### config.mk
export PLATFORM = sky130hd
export DESIGN_NAME = sdram_vga_reader
export DESIGN_NICKNAME = d
export VERILOG_FILES = /design/src/rtl/vga_timing_pkg.sv /design/src/rtl/vga_timing_gen.sv /design/src/rtl/sdram_vga_reader.sv
export SDC_FILE = /design/constraint.sdc
export NUM_CORES = 1
export LEC_CHECK = 0
export ABC_AREA = 0
export BUFFER_PORTS_ARGS = -buffer_cell sky130_fd_sc_hd__buf_2
export CAP_MARGIN = 10
export CORE_AREA = 4 4 88 90
export CTS_CLUSTER_SIZE = 8
export DETAILED_ROUTE_END_ITERATION = 10
export DIE_AREA = 0 0 92 94
export PLACE_DENSITY = 0.51
export SYNTH_ARGS = -nofsm -noshare
export SYNTH_HDL_FRONTEND = slang
export SYNTH_SLANG_ARGS = --single-unit
### constraint.sdc
create_clock -name iCLK -period 2.9 [get_ports iCLK]
set_clock_uncertainty 0.2 [all_clocks]
set_input_delay 0.145 -clock iCLK [delete_from_list [all_inputs] [get_ports iCLK]]
set_output_delay 0.145 -clock iCLK [all_outputs]
set_load 0.03 [all_outputs]
### src/rtl/vga_timing_pkg.sv
// Shared constants and helpers for the VGA read path.
// Latency: n/a (package only).
// Backpressure: n/a; the display never stalls, the FIFO must keep up.
package vga_timing_pkg;

  // 640x480@60 defaults
  localparam int H_ACTIVE_DEF = 640;
  localparam int H_FP_DEF     = 16;
  localparam int H_SYNC_DEF   = 96;
  localparam int H_BP_DEF     = 48;
  localparam int V_ACTIVE_DEF = 480;
  localparam int V_FP_DEF     = 10;
  localparam int V_SYNC_DEF   = 2;
  localparam int V_BP_DEF     = 33;

  // Counter-to-pin latency of every display output
  localparam int PIPE_DEPTH = 3;

  // RGB565 field positions
  localparam int R_HI = 15;
  localparam int G_HI = 10;
  localparam int B_HI = 4;

  // Timing bits that travel alongside a pixel through the pipeline
  typedef struct packed {
    logic act;
    logic hs;
    logic vs;
  } tmg_t;

  typedef struct packed {
    logic [7:0] r;
    logic [7:0] g;
    logic [7:0] b;
  } rgb888_t;

  function automatic int span_total(input int a, input int b, input int c, input int d);
    return a + b + c + d;
  endfunction

  // Replicate the field MSBs into the new LSBs so full-scale maps to 8'hFF
  function automatic rgb888_t rgb565_expand(input logic [15:0] d);
    rgb888_t p;
    p.r = {d[R_HI -: 5], d[R_HI -: 3]};
    p.g = {d[G_HI -: 6], d[G_HI -: 2]};
    p.b = {d[B_HI -: 5], d[B_HI -: 3]};
    return p;
  endfunction

endpackage

### src/rtl/vga_timing_gen.sv
// Free-running h/v raster counters with active/sync/frame-start decode.
// Latency: decodes are combinational from the registered counters (stage 0).
// Backpressure: none; counters advance every clock.
module vga_timing_gen
  import vga_timing_pkg::*;
#(
  parameter int H_ACTIVE = H_ACTIVE_DEF,
  parameter int H_FP     = H_FP_DEF,
  parameter int H_SYNC   = H_SYNC_DEF,
  parameter int H_BP     = H_BP_DEF,
  parameter int V_ACTIVE = V_ACTIVE_DEF,
  parameter int V_FP     = V_FP_DEF,
  parameter int V_SYNC   = V_SYNC_DEF,
  parameter int V_BP     = V_BP_DEF
) (
  input  logic       clk,
  input  logic       rst_n,
  output logic [9:0] h_cnt,
  output logic [9:0] v_cnt,
  output logic       act,
  output logic       hs,
  output logic       vs,
  output logic       frame_start
);

  localparam int H_TOTAL = span_total(H_ACTIVE, H_FP, H_SYNC, H_BP);
  localparam int V_TOTAL = span_total(V_ACTIVE, V_FP, V_SYNC, V_BP);

  localparam logic [9:0] H_LAST     = 10'(H_TOTAL - 1);
  localparam logic [9:0] V_LAST     = 10'(V_TOTAL - 1);
  localparam logic [9:0] H_ACT_END  = 10'(H_ACTIVE);
  localparam logic [9:0] V_ACT_END  = 10'(V_ACTIVE);
  localparam logic [9:0] HS_FIRST   = 10'(H_ACTIVE + H_FP);
  localparam logic [9:0] HS_LAST    = 10'(H_ACTIVE + H_FP + H_SYNC - 1);
  localparam logic [9:0] VS_FIRST   = 10'(V_ACTIVE + V_FP);
  localparam logic [9:0] VS_LAST    = 10'(V_ACTIVE + V_FP + V_SYNC - 1);

  // Raster scan: h wraps every line, v steps on each h wrap
  always_ff @(posedge clk or negedge rst_n) begin
    if (!rst_n) begin
      h_cnt <= '0;
      v_cnt <= '0;
    end else if (h_cnt == H_LAST) begin
      h_cnt <= '0;
      v_cnt <= (v_cnt == V_LAST) ? 10'd0 : v_cnt + 10'd1;
    end else begin
      h_cnt <= h_cnt + 10'd1;
    end
  end

  assign act         = (h_cnt < H_ACT_END) && (v_cnt < V_ACT_END);
  assign hs          = (h_cnt >= HS_FIRST) && (h_cnt <= HS_LAST);
  assign vs          = (v_cnt >= VS_FIRST) && (v_cnt <= VS_LAST);
  // First clock of the first VS line: far from the next active pixel,
  // which gives the SDRAM controller time to reload its read address.
  assign frame_start = (h_cnt == 10'd0) && (v_cnt == VS_FIRST);

endmodule

### src/rtl/sdram_vga_reader.sv
// Pulls one RGB565 word per visible pixel from an SDRAM read FIFO and drives VGA pins.
// Latency: 3 clocks from raster counters to every pin; FIFO read issued 1 clock after counters.
// Backpressure: none; the FIFO is read blindly (underflow undetected), frame enable latched per frame.
module sdram_vga_reader
  import vga_timing_pkg::*;
#(
  parameter int H_ACTIVE = H_ACTIVE_DEF,
  parameter int H_FP     = H_FP_DEF,
  parameter int H_SYNC   = H_SYNC_DEF,
  parameter int H_BP     = H_BP_DEF,
  parameter int V_ACTIVE = V_ACTIVE_DEF,
  parameter int V_FP     = V_FP_DEF,
  parameter int V_SYNC   = V_SYNC_DEF,
  parameter int V_BP     = V_BP_DEF,
  parameter int SYNC_POL = 0
) (
  input  logic        iCLK,
  input  logic        iRST_N,
  input  logic        iENABLE,
  input  logic [15:0] iRD_DATA,
  output logic        oRD_REQ,
  output logic        oFRAME_START,
  output logic        oVGA_HS,
  output logic        oVGA_VS,
  output logic        oVGA_BLANK_N,
  output logic        oVGA_SYNC_N,
  output logic [7:0]  oVGA_R,
  output logic [7:0]  oVGA_G,
  output logic [7:0]  oVGA_B,
  output logic [9:0]  oH_CNT,
  output logic [9:0]  oV_CNT
);

  localparam logic SYNC_IDLE = (SYNC_POL == 0) ? 1'b1 : 1'b0;

  logic    t_act;
  logic    t_hs;
  logic    t_vs;
  logic    en_frame;
  logic    req_s2;
  tmg_t    s1;
  tmg_t    s2;
  rgb888_t pix;

  vga_timing_gen #(
    .H_ACTIVE (H_ACTIVE),
    .H_FP     (H_FP),
    .H_SYNC   (H_SYNC),
    .H_BP     (H_BP),
    .V_ACTIVE (V_ACTIVE),
    .V_FP     (V_FP),
    .V_SYNC   (V_SYNC),
    .V_BP     (V_BP)
  ) u_timing (
    .clk         (iCLK),
    .rst_n       (iRST_N),
    .h_cnt       (oH_CNT),
    .v_cnt       (oV_CNT),
    .act         (t_act),
    .hs          (t_hs),
    .vs          (t_vs),
    .frame_start (oFRAME_START)
  );

  // Enable only changes at the frame boundary so a frame is never cut short or started late
  always_ff @(posedge iCLK or negedge iRST_N) begin
    if (!iRST_N) begin
      en_frame <= 1'b0;
    end else if (oFRAME_START) begin
      en_frame <= iENABLE;
    end
  end

  // Stages 1-2: FIFO request plus timing bits delayed to meet the returning data
  always_ff @(posedge iCLK or negedge iRST_N) begin
    if (!iRST_N) begin
      oRD_REQ <= 1'b0;
      req_s2  <= 1'b0;
      s1      <= '0;
      s2      <= '0;
    end else begin
      oRD_REQ <= t_act & en_frame;
      req_s2  <= oRD_REQ;
      s1      <= '{act: t_act, hs: t_hs, vs: t_vs};
      s2      <= s1;
    end
  end

  assign pix = rgb565_expand(iRD_DATA);

  // Stage 3: register all pins together; colour only where a word was actually requested
  always_ff @(posedge iCLK or negedge iRST_N) begin
    if (!iRST_N) begin
      oVGA_HS      <= SYNC_IDLE;
      oVGA_VS      <= SYNC_IDLE;
      oVGA_BLANK_N <= 1'b0;
      oVGA_R       <= '0;
      oVGA_G       <= '0;
      oVGA_B       <= '0;
    end else begin
      oVGA_HS      <= SYNC_IDLE ^ s2.hs;
      oVGA_VS      <= SYNC_IDLE ^ s2.vs;
      oVGA_BLANK_N <= s2.act;
      oVGA_R       <= req_s2 ? pix.r : 8'd0;
      oVGA_G       <= req_s2 ? pix.g : 8'd0;
      oVGA_B       <= req_s2 ? pix.b : 8'd0;
    end
  end

  // No sync-on-green
  assign oVGA_SYNC_N = 1'b0;

endmodule

==> reports/metrics.cfg <==
[routing]
vias_per_cell=4.234
ant_nets=0
drc=0
vias=1486
routedWlPerCell_um=13.05
drt_pass1_iterations=4
wirelength_mm=4.582
drt_iter0_markers=16

[synthesis]
avgSynthCellArea_sq_um=12.09
ys_seq_elements=48
dominantRegCellSynth=dfrtp_1
synth_edf_count=0
yosysWarnings=0
synth.distinct_cells=42
synth_nets=194
synthesis.area_sq_um=2054
syn-instance-count=170
async_flop_share=1.000
yosysSeqAreaShare=0.5859

[clock_network]
htreeDepth=2
cts_made_buffers=5
cts_sinks=48
cts_tree=done
postCtsSetupRepairBufs=0
post_cts_resized=0
holdBufCountCts=18
clk_pin_slew_ns=0.09
clock_latency_ns=0.30
cts_max_path_buffers=2
cts-root-buf=clkbuf_8

[min_path]
hp-class=primary input to asynchronous set/reset pin

[pwr]
power_frac_seq=0.598
power_density_nw_per_um2=413.9
comb_power_share=0.042
p_sw_frac=0.2255
pwr-share-clk=0.360
leakagePower_nw=1.387
power.internal_mw=0.8656
vdd_drop_max_mv=0.1420
p_sw_mw=0.2520

[critical_path]
cpPeakStageDelay_ns=0.52
slowest_stage=or4_4
cp.arrival_ns=1.92
start_kind=flip-flop
required_ns=2.56
crit_chain=nand4_2 -> or4_4 -> nor3_2 -> buf_2
path_class=flip-flop to output pin
worstPathMaxFanout=6
endpoint_kind=output pin

[cells_and_area]
final_cell_mix=buf_2, dfrtp_1, dlygate4sd3_1
layout-drive-gt1-share=0.3532
regArea_sq_um=1204
n_antenna_cell=0
area_delta_synth_final_pct=31.43
final_net_count=275
layout_commonest_cell=buf_2
multiInputGateArea_sq_um=723.2
fill_cells=739

[floorplan]
core_sq_um=7059
die_w_um=92
dieHeight_um=94
initial_core_util=0.2910
die_area_sq_um=8648
rows=31
ios=69

[global_route]
grt_max_degree=22
grt_pass1_vias=1524
grt-ovfl-total=0
antenna_found_initial=0
track_usage=0.1132
grt_first_pass_wirelength_mm=7.693

[sta]
rsz0062_at_grt=false
hold_viol=0
relSlewSlack=0.5606
slew_violations=0
tightest_slew_ns=0.6531
timing.fmax_mhz=441.5
finalHoldWorstSlack_ns=0.1340
setup_tns_ns=0
period_share=0.7811
period_minus_slack_ns=2.265
setup_violations=0

[placed_design]
portBuffers=67
dp_hpwl_mm=3.186
place.gp.congestion=0.7937

[run_status]
status=finished, final reports clean

[flow_run]
drv_cap=0

-- power by group through the flow --
| stage | Clock [mW] | Sequential, mW | Combinational, mW |
|---|---|---|---|
| 3_3_place_gp | 0 | 0.682 | 0.0297 |
| 2_1_floorplan | 0 | 0.682 | 0.00274 |
| 4_1_cts | 0.425 | 0.669 | 0.0481 |
| 5_1_grt | 0.456 | 0.669 | 0.0523 |
| 3_5_place_dp | 0 | 0.682 | 0.0288 |
| 6_report | 0.402 | 0.669 | 0.0466 |
-- Yosys cell counts (2+ instances only) --
library cell | n | area share
and2_1 | 17 | 0.052
and3_1 | 3 | 0.0091
buf_4 | 9 | 0.033
buf_6 | 2 | 0.011
dfrtp_1 | 46 | 0.56
dfstp_2 | 2 | 0.026
ha_1 | 5 | 0.030
inv_1 | 7 | 0.013
nand2_1 | 8 | 0.015
nand2b_1 | 4 | 0.012
nand3_1 | 7 | 0.017
nor2_1 | 8 | 0.015
nor3_1 | 3 | 0.0073
nor4_1 | 3 | 0.0091
o21ai_0 | 6 | 0.015
o2bb2ai_1 | 2 | 0.0085
o31ai_1 | 3 | 0.011
or3_1 | 2 | 0.0061
or4_4 | 2 | 0.011
xnor2_1 | 2 | 0.0085
xor2_1 | 8 | 0.034
-- layer usage --
layer / up-vias / share of wire / track usage
met1: 692 / 0.48 / 0.1524
li1: 727 / - / -
met5: - / 0 / 0
met3: 7 / 0.072 / 0.03846
met2: 60 / 0.43 / 0.1727
met4: 0 / 0.012 / 0.03342
-- path summary, 6_finish.rpt --
check / startpoint / slack [ns] / cells past startpoint / endpoint
hold / removal: iRST_N / 0.13 / 2 / oVGA_B[4]
max in group asynchronous: iRST_N / 1.77 / 3 / oVGA_HS
setup / recovery: u_timing.v_cnt[5] / 0.63 / 4 / oFRAME_START
hold reg to reg: s1[0] / 0.15 / 0 / s2[0]
min in group iCLK: s1[0] / 0.15 / 0 / s2[0]
setup reg to reg: u_timing.h_cnt[0] / 0.78 / 5 / u_timing.v_cnt[9]
-- logic make-up after synthesis --
group / synth area share
buf+inv: 0.06212
xor+xnor: 0.04263
flops: 0.5859
simple gates: 0.2235
other cells: 0.001825
compound gates: 0.04811
fa+ha+maj: 0.03045
mux: 0.005481
-- layout make-up --
class	count	area share
Sequential cell	48	0.4458
Clock inverter	3	0.008804
Clock buffer	5	0.02549
Inverter	7	0.009731
Timing Repair Buffer	87	0.1965
Tap cell	99	0.04588
Multi-Input combinational cell	102	0.2678
-- worst max-delay path, delay by kind of cell, from the launching register on --
kind          cells  cell delay (ns)
simple gates      3             0.92
buf+inv           1             0.24
flops             1             0.47
-- state kept, by name, summed over array words and instances, names as in the netlist --
name            flops
en_frame            1
oRD_REQ             1
oVGA_B              5
oVGA_BLANK_N        1
oVGA_G              6
oVGA_HS             1
oVGA_R              5
oVGA_VS             1
req_s2              1
s1                  3
s2                  3
u_timing.h_cnt     10
u_timing.v_cnt     10
-- metrics by stage --
stage | utilization | power, mW | setup slack, ns | cell area [sq um] | std cells
2_1_floorplan | - | 0.6849 | 0.4328 | 2054 | 170
3_3_place_gp | 0.3439 | 0.7117 | 0.7771 | 2427 | 325
3_5_place_dp | 0.3439 | 0.7108 | 0.8114 | 2427 | 325
4_1_cts | 0.3825 | 1.142 | 0.6025 | 2700 | 351
5_1_grt | 0.3825 | 1.178 | 0.5128 | 2700 | 351
6_report | 0.3825 | 1.118 | 0.6349 | 2700 | 351
(Power assumes the default switching activity.)
